[src/rtl/led_matrix_scanner_if.sv]
// Frame delivery channel into the LED matrix scanner: one whole generation per transfer.
// A transfer happens on a rising edge where frame_valid and frame_ready are both high.
interface led_matrix_scanner_if #(
  parameter int ROWS = 8,
  parameter int COLS = 8
);
  logic [ROWS*COLS-1:0] frame_in;
  logic                 frame_valid;
  logic                 frame_ready;

  modport master (
    output frame_in,
    output frame_valid,
    input  frame_ready
  );

  modport slave (
    input  frame_in,
    input  frame_valid,
    output frame_ready
  );
endinterface

[src/rtl/led_matrix_scanner.sv]
// Row-scan driver for an LED matrix: double-buffered frames, swapped only at frame boundaries.
// Outputs are registered with the FSM (no extra stage); frame_ready is low while a frame is pending.
module led_matrix_scanner #(
  parameter int ROWS         = 8,
  parameter int COLS         = 8,
  parameter int DWELL_CYCLES = 4,
  parameter int BLANK_CYCLES = 1
) (
  input  logic                 clk,
  input  logic                 rst,
  led_matrix_scanner_if.slave  frame_if,
  output logic [ROWS-1:0]      rows_out,
  output logic [COLS-1:0]      columns_out,
  output logic                 frame_done
);

  localparam int N    = ROWS * COLS;
  localparam int MAXC = (DWELL_CYCLES > BLANK_CYCLES) ? DWELL_CYCLES : BLANK_CYCLES;
  localparam int CW   = $clog2(MAXC + 1);
  localparam int RW   = $clog2(ROWS);

  localparam logic [CW-1:0] DWELL_LAST = CW'(DWELL_CYCLES - 1);
  localparam logic [CW-1:0] BLANK_LAST = CW'(BLANK_CYCLES - 1);
  localparam logic [RW-1:0] ROW_LAST   = RW'(ROWS - 1);

  typedef enum logic {
    ST_BLANK = 1'b0,
    ST_SHOW  = 1'b1
  } state_e;

  state_e          state_q, state_d;
  logic [CW-1:0]   cnt_q, cnt_d;
  logic [RW-1:0]   row_q, row_d;
  logic [N-1:0]    active_q, active_d;
  logic [N-1:0]    shadow_q, shadow_d;
  logic            pending_q, pending_d;
  logic            ready_q, ready_d;
  logic            done_q, done_d;
  logic [ROWS-1:0] rows_q, rows_d;
  logic [COLS-1:0] cols_q, cols_d;

  logic            accept;
  logic            boundary;

  assign accept = frame_if.frame_valid && ready_q;

  always_comb begin
    state_d   = state_q;
    cnt_d     = cnt_q;
    row_d     = row_q;
    active_d  = active_q;
    shadow_d  = shadow_q;
    pending_d = pending_q;
    boundary  = 1'b0;
    rows_d    = '0;
    cols_d    = '0;

    unique case (state_q)
      ST_BLANK: begin
        if (cnt_q == BLANK_LAST) begin
          state_d = ST_SHOW;
          cnt_d   = '0;
        end else begin
          cnt_d = cnt_q + CW'(1);
        end
      end
      ST_SHOW: begin
        if (cnt_q == DWELL_LAST) begin
          state_d = ST_BLANK;
          cnt_d   = '0;
          if (row_q == ROW_LAST) begin
            row_d    = '0;
            boundary = 1'b1;
          end else begin
            row_d = row_q + RW'(1);
          end
        end else begin
          cnt_d = cnt_q + CW'(1);
        end
      end
      default: begin
        state_d = ST_BLANK;
        cnt_d   = '0;
      end
    endcase

    // Swap and accept can never coincide: accept needs ready, which implies nothing pending.
    if (boundary && pending_q) begin
      active_d  = shadow_q;
      pending_d = 1'b0;
    end
    if (accept) begin
      shadow_d  = frame_if.frame_in;
      pending_d = 1'b1;
    end

    // The boundary edge always enters BLANK, so a row lit here never sees a same-edge swap.
    if (state_d == ST_SHOW) begin
      rows_d = ROWS'(1) << row_d;
      cols_d = active_q[int'(row_d) * COLS +: COLS];
    end
  end

  assign ready_d = !pending_d;
  assign done_d  = boundary;

  always_ff @(posedge clk) begin
    if (!rst) begin
      state_q   <= ST_BLANK;
      cnt_q     <= '0;
      row_q     <= '0;
      active_q  <= '0;
      shadow_q  <= '0;
      pending_q <= 1'b0;
      ready_q   <= 1'b0;
      done_q    <= 1'b0;
      rows_q    <= '0;
      cols_q    <= '0;
    end else begin
      state_q   <= state_d;
      cnt_q     <= cnt_d;
      row_q     <= row_d;
      active_q  <= active_d;
      shadow_q  <= shadow_d;
      pending_q <= pending_d;
      ready_q   <= ready_d;
      done_q    <= done_d;
      rows_q    <= rows_d;
      cols_q    <= cols_d;
    end
  end

  assign frame_if.frame_ready = ready_q;
  assign rows_out             = rows_q;
  assign columns_out          = cols_q;
  assign frame_done           = done_q;

endmodule

[src/flat_wrapper.sv]
// flat-port wrapper written by rule: the top's interface ports become plain ports
module led_matrix_scanner_flat 
#(
  parameter int ROWS         = 8,
  parameter int COLS         = 8,
  parameter int DWELL_CYCLES = 4,
  parameter int BLANK_CYCLES = 1
)
  (clk, rst, rows_out, columns_out, frame_done, frame_if_frame_in, frame_if_frame_valid, frame_if_frame_ready);
  led_matrix_scanner_if #(.ROWS(ROWS), .COLS(COLS)) frame_if_i ();
  input  logic clk;
  input  logic rst;
  output logic [ROWS-1:0] rows_out;
  output logic [COLS-1:0] columns_out;
  output logic frame_done;
  input wire logic [$bits(frame_if_i.frame_in)-1:0] frame_if_frame_in;
  input wire logic [$bits(frame_if_i.frame_valid)-1:0] frame_if_frame_valid;
  output wire logic [$bits(frame_if_i.frame_ready)-1:0] frame_if_frame_ready;
  assign frame_if_i.frame_in = frame_if_frame_in;
  assign frame_if_i.frame_valid = frame_if_frame_valid;
  assign frame_if_frame_ready = frame_if_i.frame_ready;
  led_matrix_scanner #(.ROWS(ROWS), .COLS(COLS), .DWELL_CYCLES(DWELL_CYCLES), .BLANK_CYCLES(BLANK_CYCLES)) u_core (.clk(clk), .rst(rst), .frame_if(frame_if_i), .rows_out(rows_out), .columns_out(columns_out), .frame_done(frame_done));
endmodule
[config.mk]
export PLATFORM = sky130hd
export DESIGN_NAME = led_matrix_scanner_flat
export DESIGN_NICKNAME = d
export VERILOG_FILES = /design/src/rtl/led_matrix_scanner_if.sv /design/src/rtl/led_matrix_scanner.sv /design/src/flat_wrapper.sv
export SDC_FILE = /design/constraint.sdc
export NUM_CORES = 1
export LEC_CHECK = 0
export ABC_AREA = 0
export BUFFER_PORTS_ARGS = -buffer_cell sky130_fd_sc_hd__clkbuf_2
export CORE_MARGIN = 3
export CORE_UTILIZATION = 23
export CTS_BUF_LIST = sky130_fd_sc_hd__clkbuf_16
export CTS_CLUSTER_SIZE = 10
export DETAILED_ROUTE_END_ITERATION = 10
export GPL_TIMING_DRIVEN = 0
export HOLD_SLACK_MARGIN = 0.05
export PLACE_DENSITY_LB_ADDON = 0.08
export SYNTH_ARGS = -nofsm -noshare
export SYNTH_HDL_FRONTEND = slang
export SYNTH_SLANG_ARGS = --single-unit
[constraint.sdc]
create_clock -name clk -period 2.7 [get_ports clk]
set_clock_uncertainty 0.15 [all_clocks]
set_input_delay 0.27 -clock clk [delete_from_list [all_inputs] [get_ports clk]]
set_output_delay 0.27 -clock clk [all_outputs]
set_load 0.03 [all_outputs]
==> results of run 1 <==
==> worst max-delay path by stage <==
stage	from	end	slack, ns	cells after the start
finish	u_core.row_q[1]	u_core.columns_out[7]	0.16	8
global route	u_core.cnt_q[0]	u_core.columns_out[4]	0.04	8
CTS	u_core.row_q[1]	u_core.columns_out[5]	0.13	8
detailed placement	u_core.row_q[1]	u_core.columns_out[5]	0.14	8
global placement	u_core.row_q[1]	u_core.columns_out[5]	0.13	8
floorplan	u_core.row_q[1]	u_core.columns_out[0]	0.72	8
==> report_power, final <==
group	total, mW	switching [mW]	leakage [nW]	internal, mW
combinational	0.595	0.324	1.62	0.271
clock	2.41	0.974	0.291	1.44
sequential	2.39	0.0425	1.25	2.35
==> state kept, by name (all words and copies together) (netlist names) <==
| register | flops |
|---|---|
| u_core.shadow_q | 64 |
| u_core.frame_done | 1 |
| u_core.state_q | 1 |
| u_core.rows_out | 8 |
| u_core.cnt_q | 3 |
| u_core.columns_out | 8 |
| u_core.pending_q | 1 |
| u_core.active_q | 64 |
| u_core.row_q | 3 |
| u_core.frame_if.frame_ready | 1 |
==> cells in the final DEF (no fill, tap or decap), drive strengths merged, types with 2 or more instances in the layout <==
cell type,count
nand2,262
dfxtp,154
a21boi,153
clkbuf,131
dlygate4sd3,64
buf,28
and3,26
o211ai,16
mux2i,9
o21ai,8
o2111ai,8
nor2,8
and2,7
clkinv,7
inv,6
ha,6
nor2b,4
bufinv,3
a21oi,3
nand4bb,2
a21bo,2
clkinvlp,2
nand3,2
nand2b,2
==> synth_stat cells (7+ instances only) <==
library cell / count / area, µm²
and3_1: 25 / 156
o21ai_0: 8 / 40.0
a21boi_2: 60 / 676
nor2_1: 8 / 30.0
o2111ai_1: 8 / 70.1
dfxtp_1: 154 / 3080
and2_1: 7 / 43.8
mux2i_1: 9 / 90.1
buf_2: 11 / 55.1
o211ai_1: 16 / 120
nand2_1: 261 / 980
buf_12: 7 / 140
clkbuf_1: 29 / 109
a21boi_0: 92 / 691
==> final cells by class <==
| class | count | area (µm²) |
|---|---|---|
| inverters | 4 | 15.0 |
| repair buffers | 148 | 1060 |
| well taps | 378 | 473 |
| fillers | 3080 | 19400 |
| multi-input cells | 523 | 3220 |
| flip-flops and latches | 154 | 3080 |
| clock buffers | 17 | 425 |
| clock inverters | 14 | 159 |
| plain buffers | 58 | 388 |
==> per-stage QoR <==
stage	utilization, %	hold WS [ns]
after detailed placement	26.9	0.307
after global routing	31.2	0.134
after global placement	26.9	0.301
final	31.2	0.105
after floorplan	-	0.265
after CTS	31.2	0.0888
==> logic make-up after synthesis <==
group | share of synthesized area, %
AND/OR/NAND/NOR | 20.5
AO/OA/AOI/OAI | 25.0
adder cells (fa/ha/maj) | 1.12
multiplexers | 1.34
buffers and inverters | 6.01
flip-flops | 46.0
==> repair_timing <==
item	in CTS	in global routing
hold endpoints to repair	64	0
hold buffers	64	0
resized for setup	0	0
==> worst register-to-register path, delay by kind of cell, from the launching register on <==
kind	cells	cell delay, ns
flops	1	0.37
simple gates	2	0.49
buf+inv	2	0.36
compound gates	2	0.55
fa+ha+maj	2	0.46
==> metal layers <==
layer  track usage, %  routed length (µm)
met1             17.1                9840
met2             21.1                8800
met3             2.32                 526
met4             3.90                 248
met5                0                   0
==> parameters.txt, run 1 <==
Parameter                              Value

Run status
  Outcome    complete, no violations

Floorplanning
  Starting density of the core    23.7%
  Standard-cell row count    61
  Num ports    85
  Die outline area    0.0312 mm²
  Die Ht    177 µm
  Die X-Extent    177 µm
  Core region area    0.0282 mm²

Global routing
  Number of antenna violations at the first check in global routing    0
  First-pass GRT wire length    30,800 µm
  Largest net degree at the start of global routing    17
  GRT Util Overall    12.8%
  Number of global-route vias before repair    5,569
  Overflow left after global routing    0

Finish
  Ant. Diodes    0
  Layout cell share with drive strength beyond 1    22.9%
  Synth-to-Final Area Change    31.6%
  Non-Filler Cell Area, Final    0.00882 mm²
  Nets    979
  Non-Filler Instances    1,296

Yosys
  Number of enable flip-flop cells after synthesis    0
  Post-synthesis cell area    0.00670 mm²
  Avg Cell Area, Syn    9.07 µm²
  Synthesis-stage register bit count    154
  Synthesized net count    812
  Sequential-to-total area share from yosys stat    46.0%
  Synth async-reset ratio    0%
  Synth warn    0
  Count of different cell masters after synthesis    37
  Synthesized instance count    739
  Main synth FF type    dfxtp_1

Timing
  Fin Setup TNS    0 ns
  Unrepaired setup endpoints after global routing    no
  Worst slew margin relative to its limit    49.4%
  Count of endpoints failing hold in the final timing report    0
  Highest clock frequency the design can meet    393 MHz
  Post-route clock period utilization    94.2%
  Minimum period implied by the final worst setup slack    2.54 ns
  Final max-slew violation count    0
  Transition time of the tightest slew-check pin    0.759 ns
  Number of setup violations in the final report    0
  Worst setup margin    0.158 ns

Worst setup path
  Kind of end point of the critical path    flop
  Delay of the slowest cell on the worst path    0.37 ns
  Critical Path, Cell by Cell    ha_1 > ha_1 > nand4bb_4 > buf_6 > buf_2 > and3_1 > o21ai_0 > o2111ai_1
  Sum of buffers and inverters on the critical path    2
  Cell type group with the largest total delay on the critical path    compound AO/OA/AOI/OAI gates
  Register-to-register setup slack    0.16 ns
  Worst flop-to-flop path endpoint    u_core.columns_out[7]
  Worst R2R Start    u_core.row_q[1]
  Maximum fanout count along the critical path    10
  Most used cell, CP    ha_1
  Critical path arrival    2.64 ns
  Worst R2R Path Depth    8
  Critical path class    reg -> reg
  Critical Path Slowest Stage Cell    dfxtp_1
  Required time reported for the critical path endpoint    2.80 ns
  Crit start category    flop

Min path
  Hold Crit Depth    3
  WHS Endpoint    u_core.state_q
  Start point of the worst min-delay path    rst
  Worst hold path type    in -> reg

Detailed routing
  Avg WL per Cell    15.0 µm
  First-pass iteration count of the detailed router    4
  DRC violation count after routing    0
  Drt via density    4.14
  Drt first-iter violations    171
  Total wire length after detailed routing    19,400 µm
  ANT nets after route    0
  Vias    5,361

Placed design
  Placed cell areas    0.00759 mm²
  Port Buffer Count    84
  HPWL after detailed placement    14,200 µm
  Final Wtd Congestion    0.715
  Worst slack at placement    0.140 ns
  Placed Cells incl. Taps    1,201

Power
  IR drop worst, VDD    0.386 mV
  Areal power density over the cells    612 mW/mm²
  Post-layout power    5.40 mW
  Pleak    3.16 nW

CTS
  Clock sinks    154
  Clock latency on the worst-skew pair    0.43 ns
  Number of CTS-inserted buffers    17
  Root Buffer    clkbuf_16
  Number of buffers added for setup after CTS    0
  H-tree depth    4
  Clock-pin slew reported for the worst setup and hold paths after clock tree synthesis    0.06 ns
  CTS tree    yes
  Maximum count of clock buffers along a single path    2

Job
  Max-capacitance violation count    0
No activity file was read; power rests on OpenSTA's default activity.
==> inputs of run 2 (changes only) <==
Settings changed: CORE_UTILIZATION 23 to 35.
==> run 2 against run 1 <==
Via count is 1.3% higher. Critical path depth stayed put. Core utilization rose by 16 points. Maximum frequency rose by 2.1%. Setup slack improved by 0.052 ns. Sequential cell count is the same. Design area down 2.4%. Critical endpoint is now u_core.columns_out[3].
==> parameters.txt, run 2 (synthesized netlist as in run 1, its figures left out) <==
Parameter                              Value

Run status
  Outcome    complete, no violations

Job
  Max-capacitance violation count    0

Finish
  Layout cell share with drive strength beyond 1    22.7%
  Synth-to-Final Area Change    28.5%
  Area occupied by multi-input gates    0.00322 mm²
  Storage cell area    0.00308 mm²
  Number of filler instances in the final layout    1,795
  Highest-count cells in the layout ignoring fill and taps    nand2_1 (261), dfxtp_1 (154), a21boi_0 (92)
  Leading cell type in the layout, fill and taps excluded    nand2_1
  Nets    979
  Top Registers    u_core.active_q: 64 flops, u_core.shadow_q: 64 flops
  Ant. Diodes    0

Timing
  Count of endpoints failing hold in the final timing report    0
  Minimum period implied by the final worst setup slack    2.49 ns
  Highest clock frequency the design can meet    402 MHz
  Transition time of the tightest slew-check pin    0.669 ns
  Fin Setup TNS    0 ns
  Post-route clock period utilization    92.2%
  Final max-slew violation count    0
  Worst setup margin    0.210 ns
  Worst slew margin relative to its limit    55.4%
  Unrepaired setup endpoints after global routing    no
  Worst hold-check slack    0.100 ns
  Number of setup violations in the final report    0

Worst setup path
  Crit start category    flop
  Critical path class    reg -> reg
  Register-to-register setup slack    0.21 ns
  Required time reported for the critical path endpoint    2.79 ns
  Kind of end point of the critical path    flop
  Critical path arrival    2.58 ns
  Maximum fanout count along the critical path    10

Detailed routing
  DRC violation count after routing    0
  Total wire length after detailed routing    16,900 µm
  ANT nets after route    0
  Drt via density    4.74
  Vias    5,433
  Avg WL per Cell    14.7 µm
  First-pass iteration count of the detailed router    4
  Drt first-iter violations    235

CTS
  Clock sinks    154
  H-tree depth    4
  Clock latency on the worst-skew pair    0.42 ns
  Maximum count of clock buffers along a single path    2
  Root Buffer    clkbuf_16
  Number of CTS-inserted buffers    17
  Number of buffers added for setup after CTS    0
  CTS tree    yes
  Clock-pin slew reported for the worst setup and hold paths after clock tree synthesis    0.06 ns

Placed design
  Worst slack at placement    0.207 ns
  Final Wtd Congestion    0.830
  Port Buffer Count    84
  HPWL after detailed placement    12,500 µm

Global routing
  GRT Util Overall    17.2%
  Overflow left after global routing    0
  First-pass GRT wire length    27,900 µm
  Largest net degree at the start of global routing    17
  Number of antenna violations at the first check in global routing    1
  Number of global-route vias before repair    5,590

Min path
  Worst hold path type    in -> reg

Floorplanning
  Core region area    0.0184 mm²
  Starting density of the core    36.4%
  Die X-Extent    144 µm
  Num ports    85
  Die outline area    0.0208 mm²
  Die Ht    144 µm
  Standard-cell row count    49

Power
  IR drop worst, VDD    0.440 mV
  Pleak    3.14 nW
  Post-layout power    5.26 mW
  Areal power density over the cells    611 mW/mm²
-- run 2: cell type report --
class	count	area share [%]
clock buffer	17	4.94
buffer	58	4.51
tap	229	3.33
multi-input combinational	523	37.4
timing repair buffer	148	12.3
clock inverter	14	1.56
sequential	154	35.8
inverter	4	0.174
-- run 2: through the flow --
stage,cell area [µm²],cells,utilization (%)
finish,8610,1147,46.8
global route,8610,1147,46.8
CTS,8610,1147,46.8
detailed placement,7410,1052,40.3
global placement,7410,1052,40.3
floorplan,6700,739,-
-- run 2: what timing repair did --
action,in CTS,in global routing
hold buffers,64,0
endpoints found under the hold margin,64,0
resized for setup,0,0
-- run 2: worst paths after layout --
check,from,to,cells after the start
setup / recovery,u_core.row_q[1],u_core.columns_out[3],8
hold / removal,rst,u_core.state_q,3
setup reg to reg,u_core.row_q[1],u_core.columns_out[3],8
hold reg to reg,u_core.shadow_q[62],u_core.active_q[62],2
-- run 2: critical path, cell delays in order, from the launching register on --
cell and delay [ns]:
dfxtp_1 0.37, ha_1 0.22, ha_1 0.26, nand4bb_4 0.31, buf_6 0.18, nand2_2 0.09, buf_4 0.20, mux2i_1 0.30
o2111ai_1 0.22
-- run 2: report_power, final --
part | switching [mW] | internal [mW] | leakage, nW
combinational | 0.317 | 0.270 | 1.62
clock | 0.935 | 1.34 | 0.273
sequential | 0.0429 | 2.35 | 1.25
-- run 2: routing by layer --
metal / part of all wire, % / GRT usage [%] / routed length (µm) / vias to the layer above
met5: 0 / 0 / 0 / -
met4: 1.7 / 5.45 / 289 / 0
met3: 3.5 / 3.87 / 597 / 19
met2: 47 / 28.4 / 7910 / 106
met1: 48 / 22.4 / 8060 / 2502
li1: - / - / - / 2806
==> inputs of run 3 (changes only) <==
Settings changed: RECOVER_POWER set to 100.
==> run 3 against run 2 <==
Global-route usage stayed put. Wire length is 0.66% higher. Setup slack worse by 0.10 ns. Largest power group unchanged. Worst hold slack improved by 0.0016 ns. Via count is 0.11% lower. Register-to-register slack lost 0.10 ns. First-iteration DRC count grew 0.43%. Largest cell class is now sequential cells. Sequential power about the same. Sequential share of layout area is 0.91 points higher. Combinational power fell by 3%. Non-clock buffer count unchanged.
==> parameters.txt, run 3 (synthesized netlist as in run 1, its figures left out) <==
Parameter                              Value

Finish
  Ant. Diodes    0
  Highest-count cells in the layout ignoring fill and taps    nand2_1 (261), dfxtp_1 (154), a21boi_0 (132)
  Nets    979
  Top Registers    u_core.active_q: 64 flops, u_core.shadow_q: 64 flops
  Storage cell area    0.00308 mm²
  Area occupied by multi-input gates    0.00305 mm²
  Layout cell share with drive strength beyond 1    15.3%
  Non-Filler Cell Area, Final    0.00840 mm²
  Synth-to-Final Area Change    25.3%
  Number of filler instances in the final layout    1,868
  Leading cell type in the layout, fill and taps excluded    nand2_1

Detailed routing
  Vias    5,427
  Total wire length after detailed routing    17,000 µm
  First-pass iteration count of the detailed router    4
  Drt first-iter violations    236
  Avg WL per Cell    14.8 µm
  ANT nets after route    0
  DRC violation count after routing    0
  Drt via density    4.73

Min path
  Hold Crit Depth    3
  Worst hold path type    in -> reg

Global routing
  Overflow left after global routing    0
  GRT Util Overall    17.2%
  First-pass GRT wire length    27,900 µm
  Largest net degree at the start of global routing    17
  Number of antenna violations at the first check in global routing    0
  Number of global-route vias before repair    5,590

Worst setup path
  Instance count on the critical path    7
  Critical Path, Cell by Cell    ha_1 > ha_1 > nand3b_1 > a21boi_4 > nand2b_2 > clkbuf_1 > o2111ai_1
  Sum of buffers and inverters on the critical path    1
  Delay of the slowest cell on the worst path    0.40 ns
  Maximum fanout count along the critical path    10
  Most used cell, CP    ha_1
  Cell type group with the largest total delay on the critical path    compound AO/OA/AOI/OAI gates
  Critical Path Slowest Stage Cell    o2111ai_1
  Critical path class    reg -> reg
  Critical path arrival    2.74 ns
  Worst R2R Path Depth    7
  Kind of end point of the critical path    flop
  Crit start category    flop
  Required time reported for the critical path endpoint    2.85 ns

CTS
  Maximum count of clock buffers along a single path    2
  Clock latency on the worst-skew pair    0.42 ns
  Clock sinks    154
  Number of CTS-inserted buffers    17
  H-tree depth    4
  Post-CTS sizing    0
  Root Buffer    clkbuf_16
  CTS tree    yes
  Clock-pin slew reported for the worst setup and hold paths after clock tree synthesis    0.06 ns

Timing
  Unrepaired setup endpoints after global routing    no
  Number of setup violations in the final report    0
  Minimum period implied by the final worst setup slack    2.59 ns
  Fin Setup TNS    0 ns
  Highest clock frequency the design can meet    386 MHz
  Final max-slew violation count    0
  Worst slew margin relative to its limit    32.6%
  Count of endpoints failing hold in the final timing report    0
  Post-route clock period utilization    96.0%
  Transition time of the tightest slew-check pin    1.01 ns

Floorplanning
  Num ports    85
  Starting density of the core    36.4%
  Die outline area    0.0208 mm²
  Die X-Extent    144 µm
  Core region area    0.0184 mm²
  Standard-cell row count    49
  Die Ht    144 µm

Job
  Max-capacitance violation count    0

Placed design
  Placed cell areas    0.00741 mm²
  HPWL after detailed placement    12,500 µm
  Final Wtd Congestion    0.830
  Port Buffer Count    84

Run status
  Outcome    complete, no violations

Power
  Areal power density over the cells    625 mW/mm²
  Pleak    3.02 nW
  IR drop worst, VDD    0.442 mV
[run 3: report_power, final]
| part | internal (mW) | leakage (nW) | switching [mW] |
|---|---|---|---|
| sequential | 2.35 | 1.25 | 0.0423 |
| combinational | 0.256 | 1.50 | 0.316 |
| clock | 1.34 | 0.273 | 0.935 |
[run 3: final timing paths]
check | startpoint | to | slack (ns)
setup reg to reg | u_core.cnt_q[0] | u_core.columns_out[3] | 0.11
hold / removal | rst | u_core.state_q | 0.10
setup / recovery | u_core.cnt_q[0] | u_core.columns_out[3] | 0.11
hold reg to reg | u_core.active_q[2] | u_core.active_q[2] | 0.31
[run 3: routing by layer]
layer / vias up / share of wire [%] / track usage, %
met1: 2516 / 48 / 22.4
met4: 0 / 1.8 / 5.45
met5: - / 0 / 0
met2: 86 / 46 / 28.4
met3: 20 / 3.2 / 3.87
li1: 2805 / - / -
[run 3: layout make-up]
class | instances | share of cell area [%]
buffer | 58 | 4.35
timing repair buffer | 148 | 12.4
inverter | 4 | 0.179
sequential | 154 | 36.7
multi-input combinational | 523 | 36.3
clock inverter | 14 | 1.59
tap | 229 | 3.41
clock buffer | 17 | 5.07
[run 3: metrics by stage]
stage          hold slack [ns]  power [mW]  util [%]  std cells  setup WS, ns
3_3_place_gp             0.299        2.94      40.3       1052         0.266
5_1_grt                 0.0947        5.49      45.6       1147        0.0418
6_report                 0.102        5.24      45.6       1147         0.109
2_1_floorplan            0.265        2.79         -        739         0.720
4_1_cts                 0.0845        5.32      46.8       1147         0.203
3_5_place_dp             0.304        2.96      40.3       1052         0.207
[run 3: what timing repair did]
| item | CTS | global route |
|---|---|---|
| endpoints found under the setup margin | 0 | 0 |
| hold endpoints to repair | 64 | 0 |
| hold buffers | 64 | 0 |
| setup buffers | 0 | 0 |
[run 3: worst min-delay path: cells and delay by family]
kind	cells	cell delay [ns]
AND/OR/NAND/NOR	2	0.22
buffers and inverters	1	0.13
